`src/rtl/election_controller_pkg.sv`:
```
// Shared phase encodings and widths for the election session sequencer.
package election_controller_pkg;

  localparam int PHASE_W   = 3;
  localparam int BALLOTS_W = 16;

  typedef enum logic [PHASE_W-1:0] {
    PH_IDLE    = 3'd0,
    PH_WAIT    = 3'd1,
    PH_BALLOT  = 3'd2,
    PH_LOCKOUT = 3'd3,
    PH_CLOSED  = 3'd4
  } phase_e;

endpackage

```
`src/rtl/election_controller_rr_arbiter.sv`:
```
// Combinational round-robin arbiter: the search starts at ptr_i and rises modulo NUM_CAND.
module rr_arbiter #(
  parameter int NUM_CAND = 4
) (
  input  logic [NUM_CAND-1:0]         req_i,
  input  logic [$clog2(NUM_CAND)-1:0] ptr_i,
  output logic [NUM_CAND-1:0]         grant_o,
  output logic [$clog2(NUM_CAND)-1:0] idx_o,
  output logic                        multi_hit_o
);

  localparam int CW = $clog2(NUM_CAND);

  logic          found;
  logic [CW:0]   sum;
  logic [CW-1:0] k;

  always_comb begin
    grant_o = '0;
    idx_o   = '0;
    found   = 1'b0;
    sum     = '0;
    k       = '0;
    for (int i = 0; i < NUM_CAND; i++) begin
      // ptr and offset are both below NUM_CAND, so one subtraction wraps the sum
      sum = {1'b0, ptr_i} + (CW+1)'(i);
      if (sum >= (CW+1)'(NUM_CAND)) sum = sum - (CW+1)'(NUM_CAND);
      k = sum[CW-1:0];
      if (!found && req_i[k]) begin
        found      = 1'b1;
        grant_o[k] = 1'b1;
        idx_o      = k;
      end
    end
  end

  assign multi_hit_o = |(req_i & (req_i - NUM_CAND'(1)));

endmodule

```
`src/rtl/election_controller.sv`:
```
// Election session sequencer: phase FSM, ballot/lockout/scan timer and vote grant path.
// state      | meaning
// PH_IDLE    | election not opened yet
// PH_WAIT    | open, waiting for an officer to authorise a ballot
// PH_BALLOT  | one ballot open, first vote_req wins
// PH_LOCKOUT | vote acknowledged, further presses ignored
// PH_CLOSED  | terminal, cycling through results
module election_controller
  import election_controller_pkg::*;
#(
  parameter int NUM_CAND       = 4,
  parameter int BALLOT_TIMEOUT = 1000,
  parameter int LOCKOUT_CYCLES = 16,
  parameter int SCAN_PERIOD    = 100
) (
  input  logic                        clock_i,
  input  logic                        reset_i,
  input  logic                        admin_open_i,
  input  logic                        admin_close_i,
  input  logic                        voter_auth_i,
  input  logic [NUM_CAND-1:0]         vote_req_i,
  output logic [NUM_CAND-1:0]         vote_grant_o,
  output logic                        ballot_open_o,
  output logic                        ack_led_o,
  output logic                        timeout_pulse_o,
  output logic                        collision_o,
  output logic [PHASE_W-1:0]          phase_o,
  output logic [$clog2(NUM_CAND)-1:0] result_sel_o,
  output logic                        result_valid_o,
  output logic [BALLOTS_W-1:0]        ballots_cast_o
);

  localparam int SEL_W = $clog2(NUM_CAND);

  phase_e               state_q, state_d;
  logic [31:0]          timer_q, timer_d;
  logic [SEL_W-1:0]     rr_ptr_q, rr_ptr_d;
  logic                 close_pending_q, close_pending_d;
  logic [SEL_W-1:0]     sel_q, sel_d;
  logic [BALLOTS_W-1:0] ballots_q, ballots_d;

  logic [NUM_CAND-1:0]  grant_q, grant_d;
  logic                 ballot_open_q, ballot_open_d;
  logic                 ack_q, ack_d;
  logic                 timeout_q, timeout_d;
  logic                 collision_q, collision_d;
  logic                 valid_q, valid_d;

  logic [NUM_CAND-1:0]  arb_grant;
  logic [SEL_W-1:0]     arb_idx;
  logic                 arb_multi;
  logic                 vote_hit;
  logic                 ballot_expire;
  logic                 close_now;

  rr_arbiter #(.NUM_CAND(NUM_CAND)) u_arb (
    .req_i       (vote_req_i),
    .ptr_i       (rr_ptr_q),
    .grant_o     (arb_grant),
    .idx_o       (arb_idx),
    .multi_hit_o (arb_multi)
  );

  assign vote_hit      = (state_q == PH_BALLOT) && (|vote_req_i);
  assign ballot_expire = (state_q == PH_BALLOT) && (timer_q == 32'd0) && !(|vote_req_i);
  assign close_now     = close_pending_q | admin_close_i;

  always_ff @(posedge clock_i) begin
    if (reset_i) begin
      state_q         <= PH_IDLE;
      timer_q         <= '0;
      rr_ptr_q        <= '0;
      close_pending_q <= 1'b0;
      sel_q           <= '0;
      ballots_q       <= '0;
      grant_q         <= '0;
      ballot_open_q   <= 1'b0;
      ack_q           <= 1'b0;
      timeout_q       <= 1'b0;
      collision_q     <= 1'b0;
      valid_q         <= 1'b0;
    end else begin
      state_q         <= state_d;
      timer_q         <= timer_d;
      rr_ptr_q        <= rr_ptr_d;
      close_pending_q <= close_pending_d;
      sel_q           <= sel_d;
      ballots_q       <= ballots_d;
      grant_q         <= grant_d;
      ballot_open_q   <= ballot_open_d;
      ack_q           <= ack_d;
      timeout_q       <= timeout_d;
      collision_q     <= collision_d;
      valid_q         <= valid_d;
    end
  end

  always_comb begin
    state_d         = state_q;
    timer_d         = timer_q;
    rr_ptr_d        = rr_ptr_q;
    close_pending_d = close_pending_q;
    sel_d           = sel_q;
    ballots_d       = ballots_q;
    case (state_q)
      PH_IDLE: begin
        if (admin_open_i) state_d = PH_WAIT;
      end
      PH_WAIT: begin
        if (admin_close_i) begin
          state_d = PH_CLOSED;
          timer_d = 32'(SCAN_PERIOD - 1);
          sel_d   = '0;
        end else if (voter_auth_i) begin
          state_d = PH_BALLOT;
          timer_d = 32'(BALLOT_TIMEOUT - 1);
        end
      end
      PH_BALLOT: begin
        if (admin_close_i) close_pending_d = 1'b1;
        if (vote_hit) begin
          state_d  = PH_LOCKOUT;
          timer_d  = 32'(LOCKOUT_CYCLES - 1);
          rr_ptr_d = (arb_idx == SEL_W'(NUM_CAND - 1)) ? '0 : arb_idx + SEL_W'(1);
          if (ballots_q != '1) ballots_d = ballots_q + BALLOTS_W'(1);
        end else if (timer_q == 32'd0) begin
          if (close_now) begin
            state_d = PH_CLOSED;
            timer_d = 32'(SCAN_PERIOD - 1);
            sel_d   = '0;
          end else begin
            state_d = PH_WAIT;
          end
        end else begin
          timer_d = timer_q - 32'd1;
        end
      end
      PH_LOCKOUT: begin
        if (admin_close_i) close_pending_d = 1'b1;
        if (timer_q == 32'd0) begin
          if (close_now) begin
            state_d = PH_CLOSED;
            timer_d = 32'(SCAN_PERIOD - 1);
            sel_d   = '0;
          end else begin
            state_d = PH_WAIT;
          end
        end else begin
          timer_d = timer_q - 32'd1;
        end
      end
      PH_CLOSED: begin
        if (timer_q == 32'd0) begin
          timer_d = 32'(SCAN_PERIOD - 1);
          sel_d   = (sel_q == SEL_W'(NUM_CAND - 1)) ? '0 : sel_q + SEL_W'(1);
        end else begin
          timer_d = timer_q - 32'd1;
        end
      end
      default: state_d = PH_IDLE;
    endcase
  end

  // Flags are registered off the next state so they line up with phase_o.
  always_comb begin
    grant_d       = vote_hit ? arb_grant : '0;
    collision_d   = vote_hit & arb_multi;
    timeout_d     = ballot_expire;
    ballot_open_d = (state_d == PH_BALLOT);
    ack_d         = (state_d == PH_LOCKOUT);
    valid_d       = (state_d == PH_CLOSED);
  end

  assign vote_grant_o    = grant_q;
  assign ballot_open_o   = ballot_open_q;
  assign ack_led_o       = ack_q;
  assign timeout_pulse_o = timeout_q;
  assign collision_o     = collision_q;
  assign phase_o         = state_q;
  assign result_sel_o    = sel_q;
  assign result_valid_o  = valid_q;
  assign ballots_cast_o  = ballots_q;

endmodule

```
`config.mk`:
```
export PLATFORM = sky130hd
export DESIGN_NAME = election_controller
export DESIGN_NICKNAME = d
export VERILOG_FILES = /design/src/rtl/election_controller_pkg.sv /design/src/rtl/election_controller_rr_arbiter.sv /design/src/rtl/election_controller.sv
export SDC_FILE = /design/constraint.sdc
export NUM_CORES = 1
export LEC_CHECK = 0
export CAP_MARGIN = 0
export CORE_MARGIN = 1
export CORE_UTILIZATION = 45
export DETAILED_ROUTE_END_ITERATION = 16
export DONT_BUFFER_PORTS = 1
export HOLD_SLACK_MARGIN = 0.06
export SLEW_MARGIN = 20
export SYNTH_ARGS = -nofsm -noshare
export SYNTH_HDL_FRONTEND = slang
export SYNTH_SLANG_ARGS = --single-unit
```
`constraint.sdc`:
```
create_clock -name clock_i -period 3.5 [get_ports clock_i]
set_clock_uncertainty 0.2 [all_clocks]
set_input_delay 0 -clock clock_i [delete_from_list [all_inputs] [get_ports clock_i]]
set_output_delay 0 -clock clock_i [all_outputs]
set_load 0.03 [all_outputs]
```
[Yosys cells after proc, flatten, opt, wreduce, memory -nomap -nowiden]
Cells that the tools add are included.
Storage, ports and cells
  bits in registers: 65
  input port bits: 9
  output and inout bits: 30
  logic and storage cells: 136
Operators by class
  $add $sub $neg: 12
  magnitude comparators: 12
  equality and inequality tests: 14
  multiplexer cells: 53
  bitwise gates (word level): 7
  reduce and logical (&&, ||, !) cells: 26
Operators with widths (count)
  $mux W32: 6
  $pmux W32 S4: 1
  $logic_not A32 Y1: 1
  $sub A32 B1 Y32 const B: 1
  $mux W2: 15
  $mux W3: 6
  $add A16 B1 Y16 const B: 1
  $mux W4: 4
  $ne A16 B16 Y1 const B: 1
  $pmux W3 S5: 1
  $eq A3 B2 Y1 const B: 4
  $lt A2 B3 Y1 const B: 4
  $or A4 B4 Y4: 3
  $mux W1: 11
  $logic_and A1 B1 Y1: 10
  $ge A3 B3 Y1 const B: 3
  $bmux W1 S2: 4
  $demux W1 S2: 4
  $ge A2 B1 Y1 const B: 4
  $pmux W2 S4: 1
  $reduce_or A4 Y1: 2
  $sub A2 B1 Y2 const B: 4
  $add A2 B2 Y3 const B: 2
  $eq A3 B3 Y1 const B: 2
  19 further kinds: 29

[Logic depth before layout (Yosys ltp)]
  word-level depth: 16
  depth in mapped cells: 10
  gate-level depth less buffers: 8

[Cells and area by module]
A second synthesis with hierarchy kept.
Second synthesis, totals
  cells, all modules: 469
  area total of the unflattened synthesis: 3767.4 um^2
Modules (own cells, without submodules)
  election_controller: times used 1, cells an instance 413, area each 3295.7 um^2, seq. area each 1301.2 um^2
  rr_arbiter: times used 1, cells an instance 56, area each 471.7 um^2, seq. area each 0.0 um^2

[Worst setup path after synthesis]
OpenSTA, ideal clock, no wires.
  path kind: register to register
  start: reg (tool-made name)
  end: reg (tool-made name)
  setup time: 128 ps
  arrival time: 2473 ps
  required time: 3172 ps
  setup slack: 699 ps
  cell stages (with the launch flop): 9
  buffers on the path: 1
  clock period less this slack: 2801 ps
  cell sequence: dfxtp_1 buf_2 inv_1 ha_1 mux4_2 nor4b_1 o21ai_0 o21ai_0 nor2_1

[Worst setup path after layout]
  start: in vote_req_i[2]
  end: reg timer_q[13]
Between the ends
  longest elaborated chain between the ends: 4
Ends and longest elaborated chain
  from (decl): RTL line election_controller.sv:21  | input logic [NUM_CAND-1:0] vote_req_i,
  $reduce_or A4 Y1: RTL line election_controller.sv:64  | assign vote_hit = (state_q == PH_BALLOT) && (|vote_req_i);
  $logic_and A1 B1 Y1: RTL line election_controller.sv:64
  $mux W32: RTL line election_controller.sv:121  | if (vote_hit) begin
  $pmux W32 S4: RTL line election_controller.sv:105  | case (state_q)
  to (signal assigned): RTL line election_controller.sv:84  | timer_q <= timer_d;
  to (decl): RTL line election_controller.sv:36  | logic [31:0] timer_q, timer_d;
Every way passes these cells.
A chain may end at the register's enable or synchronous reset.

==> impl_metrics.tcl <==
set metrics [dict create \
    critical_path_buf_inv_count 3 \
    ys_seq_area_share_pct 34.1 \
    synth-xor-area-share_pct 3.22 \
    path_class "input pin to register" \
    drt-vias-per-instance 6.16 \
    first_pass_iters 5 \
    postRouteAntennaNets 0 \
    synth-simple-area-share_pct 28.5 \
    tritoncts "done" \
    die_w_um 94.1 \
    ir_drop_mv 0.257 \
    hold_ws_ns 0.0679 \
    port_buffers 0 \
    drv_cap 0 \
    synth_fa_ha_area_share_pct 2.89 \
    hold_class "input pin to register" \
    powerDensity_nw_per_um2 567 \
    drive_above_1_share_pct 9.28 \
    antenna_found_initial 0 \
    mappedNetlistArea_um2 3810 \
    crit_chain "dlygate4sd3_1 > or4_1 > dlygate4sd3_1 > a21oi_2 > nand2_1 > a21oi_4 > nand3_1 > a31oi_1 > dlygate4sd3_1" \
    grt_pass1_wl_mm 16.0 \
    synth_compound_area_share_pct 23.1 \
    synth_cell_types 73 \
    n_antenna_cell 0 \
    critical_path_arrival_ns 3.36 \
    syn_nets 491 \
    run_status "complete, no violations" \
    syn_to_final_growth_pct 12.4 \
    clk_pin_slew_worst_paths_ns 0.08 \
    fin_cells 590 \
    final_common_cell "dfxtp_1" \
    routed_wl_mm 9.54 \
    relSlewSlack_pct 50.8 \
    critPathMaxStageDelay_ns 0.61 \
    async_reset_ff_share_pct 0 \
    hold-path-endpoint "rr_ptr_q[1]" \
    fill_cells 793 \
    final_cell_mix "dfxtp_1, nor2_1, nand2_1" \
    cp-end-kind "register" \
    grt_pass1_vias 3306 \
    postLayoutCoreUtil_pct 52.2 \
    routabilityCongestion 0.870 \
    cts_inserted_buffers 9 \
    cpMostUsedCell "dlygate4sd3_1" \
    fin_nets 497 \
    synth_ff_type "dfxtp_1" \
    avgSynthCellArea_um2 8.05 \
    timing.rr.end "rr_ptr_q[1]" \
    hold_path_depth 6 \
    htree_levels 3 \
    synth.area.top_cells "dfxtp_1, nor2_1, a21oi_1" \
    yosysTopAreaCellShare_pct 34.1 \
    synth_cells 474 \
    setup_tns_ns 0 \
    dp_hpwl_mm 6.57 \
    synth-seq-cells 65 \
    final-hold-violation-count 0 \
    finalSetupViolCount 0 \
    synth-edff-count 0 \
    worst_pin_slew_ns 0.734 \
    rsz0062_at_grt "no" \
    via_count 3636 \
    slowest_stage "dlygate4sd3_1" \
    drv_slew 0 \
    first_iter_violations 176 \
    initial_core_util_pct 46.4 \
    cp_num_cells 9 \
    cts_buffer_depth 2 \
    synth_area_leader_cell "dfxtp_1" \
    root_buffer "clkbuf_8" \
    synth_top_family_by_area "simple AND/OR/NAND/NOR gates" \
    grt_max_degree 53 \
    std_cell_rows 33 \
    track_usage_pct 22.7 \
    leakage_nw 1.46 \
    fp.dieH_um 94.1 \
    routedWlPerCell_um 16.2 \
    dieArea_um2 8850 \
    cp.required_ns 3.60 \
    fmax_ghz 0.306 \
    cp_max_fo 10 \
    rr_worst_depth 8 \
    layout_worst_path_cycle_share_pct 93.3 \
    final_area_um2 4290 \
    dp.cells 561 \
    rrSetupSlack_ns 0.45 \
    placed_area_um2 3890 \
    clock-sinks 65 \
    yosys_warnings 0 \
    post-route-drc-count 0 \
    period_minus_slack_ns 3.26 \
    insertion_delay_ns 0.35 \
    crit_family "buffers and inverters" \
    critPathLaunchType "input pin" \
    synth_mux_area_share_pct 3.71 \
    pin_count 39 \
    globalRouteOverflowTotal 0 \
    coreArea_um2 8220 \
    hp-start "vote_req_i[2]" \
]
## worst max-delay path by stage
stage             startpoint          end  slack [ns]
2_1_floorplan       register     register        0.70
3_3_place_gp        register  rr_ptr_q[1]        0.58
5_1_grt        vote_req_i[2]  timer_q[13]        0.11
3_5_place_dp        register  rr_ptr_q[1]        0.48
6_report       vote_req_i[2]  timer_q[13]        0.24
4_1_cts        vote_req_i[2]  timer_q[13]        0.18
## synthesized netlist by cell type, types with 3 or more instances
cell type,n
a211oi_1,13
a21oi_1,31
a21o_1,3
nor2b_1,5
and3_1,3
o21ai_0,23
nand4_1,6
nor3_1,21
clkbuf_1,18
o21ai_1,3
a22oi_1,5
nand3_1,19
nor2_1,60
a221oi_1,7
mux2i_1,4
or3_1,6
o22ai_1,3
nor4b_1,3
xor2_1,7
dfxtp_1,65
ha_1,8
or2_2,3
nor4_1,12
nand2b_1,4
xnor2_1,7
nor3b_1,3
nand2_1,35
nand3b_1,4
a311oi_1,5
inv_1,13
mux4_2,4
or4_1,8
buf_2,5
a31oi_1,11
## where the power goes
group | switching [mW] | internal [mW]
sequential | 0.0763 | 0.781
combinational | 0.482 | 0.286
clock | 0.324 | 0.481
## per-stage QoR
stage               setup WS, ns  power [mW]
floorplan                  0.699        1.44
global placement           0.578        1.60
detailed placement         0.478        1.60
CTS                        0.184        2.43
global route               0.109        2.58
finish                     0.236        2.43
## logic make-up (layout without fill, tap and decap cells)
family | count (synthesis) | count (layout)
AOI/OAI and AO/OA | 131 | 131
adders and majority gates | 9 | 9
and+or+nand+nor | 206 | 206
buffers and inverters | 40 | 51
muxes | 9 | 9
xor gates and xnor gates | 14 | 14
DFF | 65 | 65
## sequential cells by signal (all words and copies together), names as in the netlist, named ones only
register	count
collision_o	1
ballot_open_o	1
close_pending_q	1
phase_o	3
timeout_pulse_o	1
rr_ptr_q	1
result_valid_o	1
result_sel_o	2
ack_led_o	1
timer_q	32
ballots_cast_o	16
vote_grant_o	4
## final cells by class
type / instances / area (um2) / share of cell area (%)
Tap cell: 105 / 131 / 3.06
Timing Repair Buffer: 21 / 200 / 4.67
Clock inverter: 7 / 125 / 2.92
Sequential cell: 65 / 1300 / 30.4
Multi-Input combinational cell: 369 / 2350 / 54.9
Clock buffer: 9 / 124 / 2.89
Inverter: 14 / 52.6 / 1.23
## worst min-delay path, delay by kind of cell
family | cells | cell delay (ns)
AOI/OAI and AO/OA | 4 | 0.39
and+or+nand+nor | 1 | 0.03
xor gates and xnor gates | 1 | 0.14
## timing repair
item | CTS | global route
resized for setup | 0 | 1
endpoints found under the setup margin | 0 | 1
hold endpoints to repair | 65 | 0
buffers inserted | 0 | 0
hold buffers | 13 | 0
## per-layer routing
metal | wire [um] | track usage, %
met4 | 155 | 8.21
met5 | 0 | 0
met3 | 417 | 4.05
met1 | 4750 | 32.1
met2 | 4220 | 34.2
Note: power is estimated with default switching activity, not from simulation.
